<file path="src/rtl/md5_crack_pkg.sv">
// Shared types and helpers for the MD5 brute-force controller.
package md5_crack_pkg;

  typedef enum logic [1:0] {
    IDLE,
    RUN,
    DRAIN,
    DONE
  } state_t;

  localparam logic [7:0] ASCII_ZERO = 8'h30;

  // Add inc (0..10) to one ASCII decimal character; returns {carry, ascii_sum}.
  function automatic logic [8:0] bcd_ascii_add(input logic [7:0] value, input logic [3:0] inc);
    logic [4:0] s;
    logic [4:0] d;
    s = {1'b0, value[3:0]} + {1'b0, inc};
    d = s - 5'd10;
    if (s >= 5'd10) return {1'b1, ASCII_ZERO[7:4], d[3:0]};
    else            return {1'b0, ASCII_ZERO[7:4], s[3:0]};
  endfunction

endpackage

</file>
<file path="src/rtl/ascii_bcd_counter.sv">
// One lane's candidate counter: ASCII decimal string advanced by STEP per increment.
module ascii_bcd_counter
  import md5_crack_pkg::*;
#(
  parameter int unsigned DIGITS = 8,
  parameter int unsigned STEP   = 1
) (
  input  logic                  clk,
  input  logic                  reset_n,
  input  logic                  clear,
  input  logic                  load,
  input  logic                  inc,
  input  logic [8*DIGITS-1:0]   load_value,
  output logic [8*DIGITS-1:0]   value,
  output logic                  wrapped,
  output logic                  carry_out
);

  localparam logic [3:0] STEP4 = 4'(STEP);

  logic [8*DIGITS-1:0] next_value;
  logic [8:0]          r;
  logic [3:0]          add;

  // Ripple the step through the digits, least significant character first.
  always_comb begin
    next_value = value;
    r          = '0;
    add        = STEP4;
    for (int unsigned i = 0; i < DIGITS; i++) begin
      r                    = bcd_ascii_add(value[8*i +: 8], add);
      next_value[8*i +: 8] = r[7:0];
      add                  = {3'b000, r[8]};
    end
    carry_out = add[0];
  end

  // Counter register; the last issued value is held once the lane wraps.
  always_ff @(posedge clk) begin
    if (!reset_n || clear) begin
      value   <= '0;
      wrapped <= 1'b0;
    end else if (load) begin
      value   <= load_value;
      wrapped <= 1'b0;
    end else if (inc && !wrapped) begin
      if (carry_out) wrapped <= 1'b1;
      else           value   <= next_value;
    end
  end

endmodule

</file>
<file path="src/rtl/md5_crack_engine.sv">
// Brute-force candidate generator, digest matcher and BCD millisecond timer.
module md5_crack_engine
  import md5_crack_pkg::*;
#(
  parameter int unsigned N_CORES     = 3,
  parameter int unsigned DIGITS      = 8,
  parameter int unsigned CORE_LAT    = 64,
  parameter int unsigned CLK_HZ      = 100000000,
  parameter int unsigned TIME_DIGITS = 7
) (
  input  logic                          clk,
  input  logic                          reset_n,
  input  logic                          start,
  input  logic                          abort,
  input  logic [127:0]                  target_hash,
  output logic [N_CORES*8*DIGITS-1:0]   cand,
  output logic                          cand_valid,
  input  logic [N_CORES-1:0]            res_valid,
  input  logic [N_CORES*128-1:0]        res_hash,
  input  logic [N_CORES*8*DIGITS-1:0]   res_cand,
  output logic                          busy,
  output logic                          found,
  output logic                          exhausted,
  output logic [8*DIGITS-1:0]           pwd,
  output logic [4*TIME_DIGITS-1:0]      elapsed_bcd
);

  localparam int unsigned W    = 8*DIGITS;
  localparam int unsigned TICK = CLK_HZ/1000;
  localparam int unsigned PW   = (TICK > 1) ? $clog2(TICK) : 1;
  localparam int unsigned DW   = (CORE_LAT > 1) ? $clog2(CORE_LAT) : 1;

  state_t                   state, state_nxt;
  logic                     accept_start, set_exh;
  logic [127:0]             target_q;
  logic [W-1:0]             lane_val     [N_CORES];
  logic                     lane_wrapped [N_CORES];
  logic                     lane_carry   [N_CORES];
  logic                     lane_inc, all_done, any_live, hit;
  logic [W-1:0]             hit_cand;
  logic [DW-1:0]            drain_cnt;
  logic [PW-1:0]            presc;
  logic [4*TIME_DIGITS-1:0] ms_next;
  logic                     ms_sat, ms_carry;

  assign busy       = (state == RUN) || (state == DRAIN);
  assign lane_inc   = (state == RUN);
  assign cand_valid = lane_inc && any_live;

  for (genvar g = 0; g < N_CORES; g++) begin : g_lane
    localparam logic [W-1:0] LANE_INIT = {DIGITS{ASCII_ZERO}} | W'(g);
    ascii_bcd_counter #(.DIGITS(DIGITS), .STEP(N_CORES)) u_cnt (
      .clk        (clk),
      .reset_n    (reset_n),
      .clear      (abort),
      .load       (accept_start),
      .inc        (lane_inc),
      .load_value (LANE_INIT),
      .value      (lane_val[g]),
      .wrapped    (lane_wrapped[g]),
      .carry_out  (lane_carry[g])
    );
  end

  // Pack lanes onto the candidate bus and summarise wrap status.
  always_comb begin
    cand     = '0;
    all_done = 1'b1;
    any_live = 1'b0;
    for (int unsigned k = 0; k < N_CORES; k++) begin
      cand[k*W +: W] = lane_val[k];
      if (!lane_wrapped[k])                   any_live = 1'b1;
      if (!(lane_wrapped[k] || lane_carry[k])) all_done = 1'b0;
    end
  end

  // Digest compare; the lowest-numbered matching lane wins.
  always_comb begin
    hit      = 1'b0;
    hit_cand = '0;
    for (int unsigned k = 0; k < N_CORES; k++) begin
      if (!hit && res_valid[k] && (res_hash[k*128 +: 128] == target_q)) begin
        hit      = 1'b1;
        hit_cand = res_cand[k*W +: W];
      end
    end
  end

  // Next-state logic; abort overrides everything including start.
  always_comb begin
    state_nxt    = state;
    accept_start = 1'b0;
    set_exh      = 1'b0;
    if (abort) begin
      state_nxt = IDLE;
    end else begin
      unique case (state)
        IDLE: if (start) begin state_nxt = RUN; accept_start = 1'b1; end
        RUN: begin
          if (hit)           state_nxt = DONE;
          else if (all_done) state_nxt = DRAIN;
        end
        DRAIN: begin
          if (hit) state_nxt = DONE;
          else if (drain_cnt == DW'(CORE_LAT-1)) begin
            state_nxt = DONE;
            set_exh   = 1'b1;
          end
        end
        DONE: if (start) begin state_nxt = RUN; accept_start = 1'b1; end
        default: state_nxt = IDLE;
      endcase
    end
  end

  // State register, drain counter and result latches.
  always_ff @(posedge clk) begin
    if (!reset_n) begin
      state     <= IDLE;
      drain_cnt <= '0;
      found     <= 1'b0;
      exhausted <= 1'b0;
      pwd       <= '0;
      target_q  <= '0;
    end else begin
      state     <= state_nxt;
      drain_cnt <= (state == DRAIN) ? drain_cnt + 1'b1 : '0;
      if (abort) begin
        found     <= 1'b0;
        exhausted <= 1'b0;
      end else if (accept_start) begin
        found     <= 1'b0;
        exhausted <= 1'b0;
        target_q  <= target_hash;
      end else begin
        if (busy && hit) begin
          found <= 1'b1;
          pwd   <= hit_cand;
        end
        if (set_exh) exhausted <= 1'b1;
      end
    end
  end

  // Saturating BCD increment of the elapsed-ms count.
  always_comb begin
    ms_next  = elapsed_bcd;
    ms_sat   = 1'b1;
    ms_carry = 1'b1;
    for (int unsigned i = 0; i < TIME_DIGITS; i++) begin
      if (elapsed_bcd[4*i +: 4] != 4'd9) ms_sat = 1'b0;
      if (ms_carry) begin
        if (elapsed_bcd[4*i +: 4] == 4'd9) ms_next[4*i +: 4] = 4'd0;
        else begin
          ms_next[4*i +: 4] = elapsed_bcd[4*i +: 4] + 4'd1;
          ms_carry          = 1'b0;
        end
      end
    end
  end

  // Millisecond prescaler and timer; runs only while searching.
  always_ff @(posedge clk) begin
    if (!reset_n) begin
      presc       <= '0;
      elapsed_bcd <= '0;
    end else if (accept_start) begin
      presc       <= '0;
      elapsed_bcd <= '0;
    end else if (busy && !abort) begin
      if (presc == PW'(TICK-1)) begin
        presc <= '0;
        if (!ms_sat) elapsed_bcd <= ms_next;
      end else begin
        presc <= presc + 1'b1;
      end
    end
  end

endmodule

</file>
<file path="config.mk">
export PLATFORM = sky130hd
export DESIGN_NAME = md5_crack_engine
export DESIGN_NICKNAME = d
export VERILOG_FILES = /design/src/rtl/md5_crack_pkg.sv /design/src/rtl/ascii_bcd_counter.sv /design/src/rtl/md5_crack_engine.sv
export SDC_FILE = /design/constraint.sdc
export NUM_CORES = 1
export LEC_CHECK = 0
export BUFFER_PORTS_ARGS = -buffer_cell sky130_fd_sc_hd__buf_4
export CAP_MARGIN = 25
export CORE_AREA = 2 2 387 389
export DETAILED_ROUTE_END_ITERATION = 7
export DIE_AREA = 0 0 389 391
export GPL_TIMING_DRIVEN = 0
export PLACE_DENSITY_LB_ADDON = 0.05
export SYNTH_ARGS = -nofsm -noshare
export SYNTH_HDL_FRONTEND = slang
export SYNTH_HIERARCHICAL = 1
export SYNTH_SLANG_ARGS = --single-unit
</file>
<file path="constraint.sdc">
create_clock -name clk -period 14.8 [get_ports clk]
set_input_delay 2.96 -clock clk [delete_from_list [all_inputs] [get_ports clk]]
set_output_delay 2.96 -clock clk [all_outputs]
set_load 0.03 [all_outputs]
</file>
# --- After elaboration in Yosys (flattened, before gate mapping) ---
# Index checks and enable logic that the tools add are counted.
word_totals:
  in_bits: 711
  wordCells: 275
  out_inout_bits: 288
  reg_bits: 442
classes:
  muxes: 84
  magnitude_cmp: 24
  reduce_logical: 52
  bitwise: 7
  eq_ne: 28
  n_addsub: 57
ops:
  columns: ["cell", "n"]
  rows:
  - ["62-bit two-way mux", 9]
  - ["128-bit equality test", 3]
  - ["9-bit two-way mux", 24]
  - ["64-bit two-way mux", 3]
  - ["5-bit by 4-bit >= comparator with 1-bit output (second input constant)", 24]
  - ["4-bit by 1-bit adder with 5-bit output", 21]
  - ["4-bit subtractor (second input constant)", 24]
  - ["1-bit two-way mux", 34]
  - ["4-bit by 1-bit adder with 4-bit output (second input constant)", 7]
  - ["4-bit equality test (second input constant)", 7]
  - ["4-bit two-way mux", 7]
  - ["4-bit inequality test (second input constant)", 7]
  - ["4-bit AND reduction", 6]
  - ["2-bit AND reduction", 11]
  - ["17-bit by 1-bit adder with 17-bit output (second input constant)", 1]
  - ["17-bit equality test (second input constant)", 1]
  - ["17-bit two-way mux", 1]
  - ["4-bit by 2-bit adder with 5-bit output (second input constant)", 3]
  - ["1-bit logical AND", 11]
  - ["2-bit two-way mux", 5]
  - ["3-bit AND reduction", 3]
  - ["2-bit OR reduction", 4]
  - ["1-bit zero test", 7]
  - ["1-bit NOT", 7]
  - ["other kinds (13)", 22]

# --- Depth between registers and ports, before layout ---
logic_depth:
  word_depth: 31
  ltp_mapped: 60
  depth_no_buf: 57

# --- Modules after synthesis ---
# Netlist, hierarchy kept.
modules_own_cells:
  columns: ["mod", "cells_per_inst", "n_inst", "area_per_inst_um2", "seq_area_each_um2"]
  rows:
  - ["md5_crack_engine", 2068, 1, 15864.0, 4944.7]
  - ["ascii_bcd_counter", 510, 3, 4023.9, 1301.2]

# --- Worst setup path after synthesis ---
# No wires, ideal clock.
synth_path:
  path_type: "register to register"
  from: "reg g_lane[2].u_cnt.value[0]"
  to: "reg state[1]"
  path_stages_with_launch: 61
  period_less_slack_ns: 11.199
  setup_slack_ns: 3.601
  arrival_ns: 11.130
  required_time_ns: 14.730
  path_buffers: 3
  setup_time_ns: 0.070
  path_cell_list: "dfxtp_1 > inv_1 > ha_1 > xor2_1 > ha_1 > o31ai_1 > o21ai_0 > o21ai_0 > ha_1 > ha_1 > xnor2_1 > ha_1 > a31oi_1 > ha_1 > ha_1 > xnor2_1 > ha_1 > o31a_1 > [... 25 more ...] > clkbuf_1 > xnor2_1 > ha_1 > a21oi_1 > o31ai_1 > o21ai_0 > ha_1 > ha_1 > and2b_1 > o211ai_2 > a31o_4 > inv_4 > o22ai_1 > o21ai_0 > nand2_1 > nand4_1 > a21o_1 > a21oi_1"
synth_rtl:
  columns: ["item", "line", "text"]
  rows:
  - ["start: declaration", "ascii_bcd_counter.sv:14", "output logic [8*DIGITS-1:0] value,"]
  - ["start signal: assignment", "ascii_bcd_counter.sv:44", "value <= load_value;"]
  - ["start signal: assignment", "ascii_bcd_counter.sv:48", "else value <= next_value;"]
  - ["end signal: assignment", "md5_crack_engine.sv:126", "state <= state_nxt;"]
  - ["end: declaration", "md5_crack_engine.sv:33", "state_t state, state_nxt;"]

==> summary.md <==
| Metric | Value |
|---|---|
| IO buf count | `998` |
| Routed vias/inst | `4.670` |
| Die Area | `152,100 sq um` |
| 1st-pass router iterations | `5` |
| Routability-driven placement congestion ratio | `1.062` |
| WS Path Type | `flip-flop to flip-flop` |
| Core Area | `148,500 sq um` |
| EDFF count, synth | `0` |
| Clk Latency, worst-skew pair | `0.66 ns` |
| Final Cycle Share | `91.81%` |
| Leak | `16.27 nW` |
| Cts hold-fix bufs | `0` |
| Critical Path Slowest Stage Cell | `dfxtp_1` |
| Power Total | `3.729 mW` |
| Setup crit end kind | `flip-flop` |
| Clk pin slew, worst setup/hold paths | `0.06 ns` |
| Worst slew pin tran | `1.077 ns` |
| Final setup viols | `0` |
| Worst R2R Start | `g_lane[0].u_cnt/value[0]` |
| Ys Warns | `6` |
| Most used flip-flop cell after synthesis | `dfxtp_1` |
| DRC violations left | `0` |
| Slew Viols, Final | `0` |
| Setup TNS | `0 ns` |
| Worst path required time | `15.39 ns` |
| Final Hold Slack | `0.4457 ns` |
| GRT Util Overall | `25.74%` |
| DP Worst Slack | `0.9337 ns` |
| Worst Path Max Fanout | `8` |
| Number of top-level pins | `999` |
| Root Buffer | `clkbuf_16` |
| TritonCTS buffer count | `67` |
| Register area share after synthesis | `31.67%` |
| Global-route wire length before repair | `270,200 um` |
| Buf/Inv on CP | `6` |
| Synthesized flop and latch total | `442` |
| Chip width | `389 um` |
| Max incr delay on CP | `0.47 ns` |
| Non-filler instance count after layout | `6,891` |
| Critical path arrival | `14.18 ns` |
| Max_cap viols | `0` |
| Clk buf depth | `3` |
| Area Growth Syn to Fin | `47.08%` |
| Placed Area | `38,630 sq um` |
| Final ANT Viol Nets | `0` |
| Hold Crit Start | `pwd[20]` |
| Fin util | `27.66%` |
| Overflow after GRT | `0` |
| Status | `finished clean` |
| Most frequent CP cell | `ha_1` |
| Area of all placed cells without fillers | `41,090 sq um` |
| PwrDens | `90.77 nW/um^2` |
| Layout cells sized above 1 | `24.88%` |
| Die Y | `391 um` |
| Initial antenna violation count | `77` |
| DR vias | `32,180` |
| Crit path from | `g_lane[0].u_cnt/value[0]` |
| Worst vdd ir | `0.06788 mV` |
| Count of different cell masters after synthesis | `80` |
| Worst path top cell family by delay | `adder cells` |
| Hold Fails Final Rpt | `0` |
| CTS sink cnt | `442` |
| Starting Density | `18.81%` |
| Synthesized area per cell | `7.764 sq um` |
| Num rows | `142` |
| Setup Skew | `0.06158 ns` |
| Placed Cells | `6,736` |
| Min-Delay Path Class | `flip-flop to flip-flop` |
| Post-Syn Instances | `3,598` |
| Htree depth | `3` |
| Largest net degree at the start of global routing | `13` |
| Worst Setup Start Kind | `flip-flop` |
| Mapped cell area | `27,940 sq um` |
| Final wirelength | `204,000 um` |
| Detailed Place HPWL | `174,100 um` |
| Nets | `5,650` |
| Drt wl/cell | `29.60 um` |
| Initial DRC Count | `2,686` |
| Fmax | `73.59 MHz` |
| Final Worst Setup Slack | `1.212 ns` |
| Postcts setup bufs | `0` |
| Slew headroom | `26.32%` |
| Vias in the first global route | `31,110` |
| Post-synth ARST share | `0%` |
| Tmin final | `13.59 ns` |
| CTS tree | `yes` |
| RSZ-0062 raised after global routing | `false` |
what timing repair did:
action                                  CTS  global route
endpoints found under the setup margin    0             6
endpoints found under the hold margin     0             0
gates resized for setup                   0             4
per-layer routing:
layer / wire (um) / GRT usage [%]
met1: 86190 / 32.59
met2: 94330 / 41.93
met3: 15090 / 5.923
met4: 8269 / 10.51
met5: 99 / 0
worst paths after layout:
kind | endpoint | slack [ns] | depth (start not counted)
max reg2reg | state[1] | 1.21 | 60
max | state[1] | 1.21 | 60
min | pwd[20] | 0.45 | 2
min reg2reg | pwd[20] | 0.45 | 2
cells in the mapped netlist (all sizes together), types with 16 or more instances:
cell type,n,share of area (%)
nand2,532,7.2
dfxtp,442,32
nor2,281,4.0
xnor2,216,6.8
a21boi,192,5.2
clkbuf,172,2.3
inv,167,2.3
o21ai,164,2.9
a21oi,136,2.6
nand3,122,2.2
nor2b,114,2.6
nand2b,107,2.4
xor2,90,2.8
a311o,85,3.0
ha,77,3.4
a31oi,71,1.6
nand4,67,1.5
a22oi,58,1.6
nor4,58,1.4
nor3,57,1.1
buf,50,1.2
o22ai,36,0.81
and4,26,0.82
o2111ai,20,0.63
a221o,18,0.64
a2111o,16,0.64
and3,16,0.36
worst min-delay path, delay by kind of cell (launching register included):
family	cells	cell delay, ns
flops	1	0.30
compound gates	1	0.05
simple gates	1	0.05
cells by family after synthesis:
family                   synth area share [%]
AND/OR/NAND/NOR                         25.13
XOR/XNOR                                9.594
adder cells (fa/ha/maj)                 3.449
AO/OA/AOI/OAI                           23.68
flip-flops                              31.67
multiplexers                           0.6718
other                                 0.02688
buffers and inverters                   5.778
sequential cells by signal, summed over array words and instances, names as in the netlist:
register	count
target_q	128
g_lane.u_cnt/wrapped	3
state	2
presc	17
found	1
drain_cnt	6
exhausted	1
g_lane.u_cnt/value	192
elapsed_bcd	28
pwd	64
final cells by class:
cell class,count,area [sq um]
fillers,16570,107400
plain buffers,222,979.7
flip-flops and latches,442,8848
inverters,167,634.4
clock buffers,95,1942
well taps,1944,2432
multi-input cells,2957,18190
diodes,31,77.57
clock inverters,28,420.4
repair buffers,1005,7560
where the power goes:
part	total, mW	internal [mW]	switching, mW
Combinational	0.676	0.292	0.384
Sequential	1.33	1.23	0.104
Clock	1.72	1.03	0.686
cell usage in the layout (no fill, tap or decap), types with 70 or more instances in the layout:
master    instances
a21boi_0        142
a21oi_1         133
a311o_1          85
a31oi_1          70
buf_4          1007
clkbuf_1        178
conb_1          192
dfxtp_1         442
ha_1             77
inv_1           164
nand2_1         529
nand2b_1        107
nand3_1         119
nor2_1          275
nor2b_1         114
o21ai_0         155
xnor2_1         216
xor2_1           90
(Power assumes the default switching activity.)
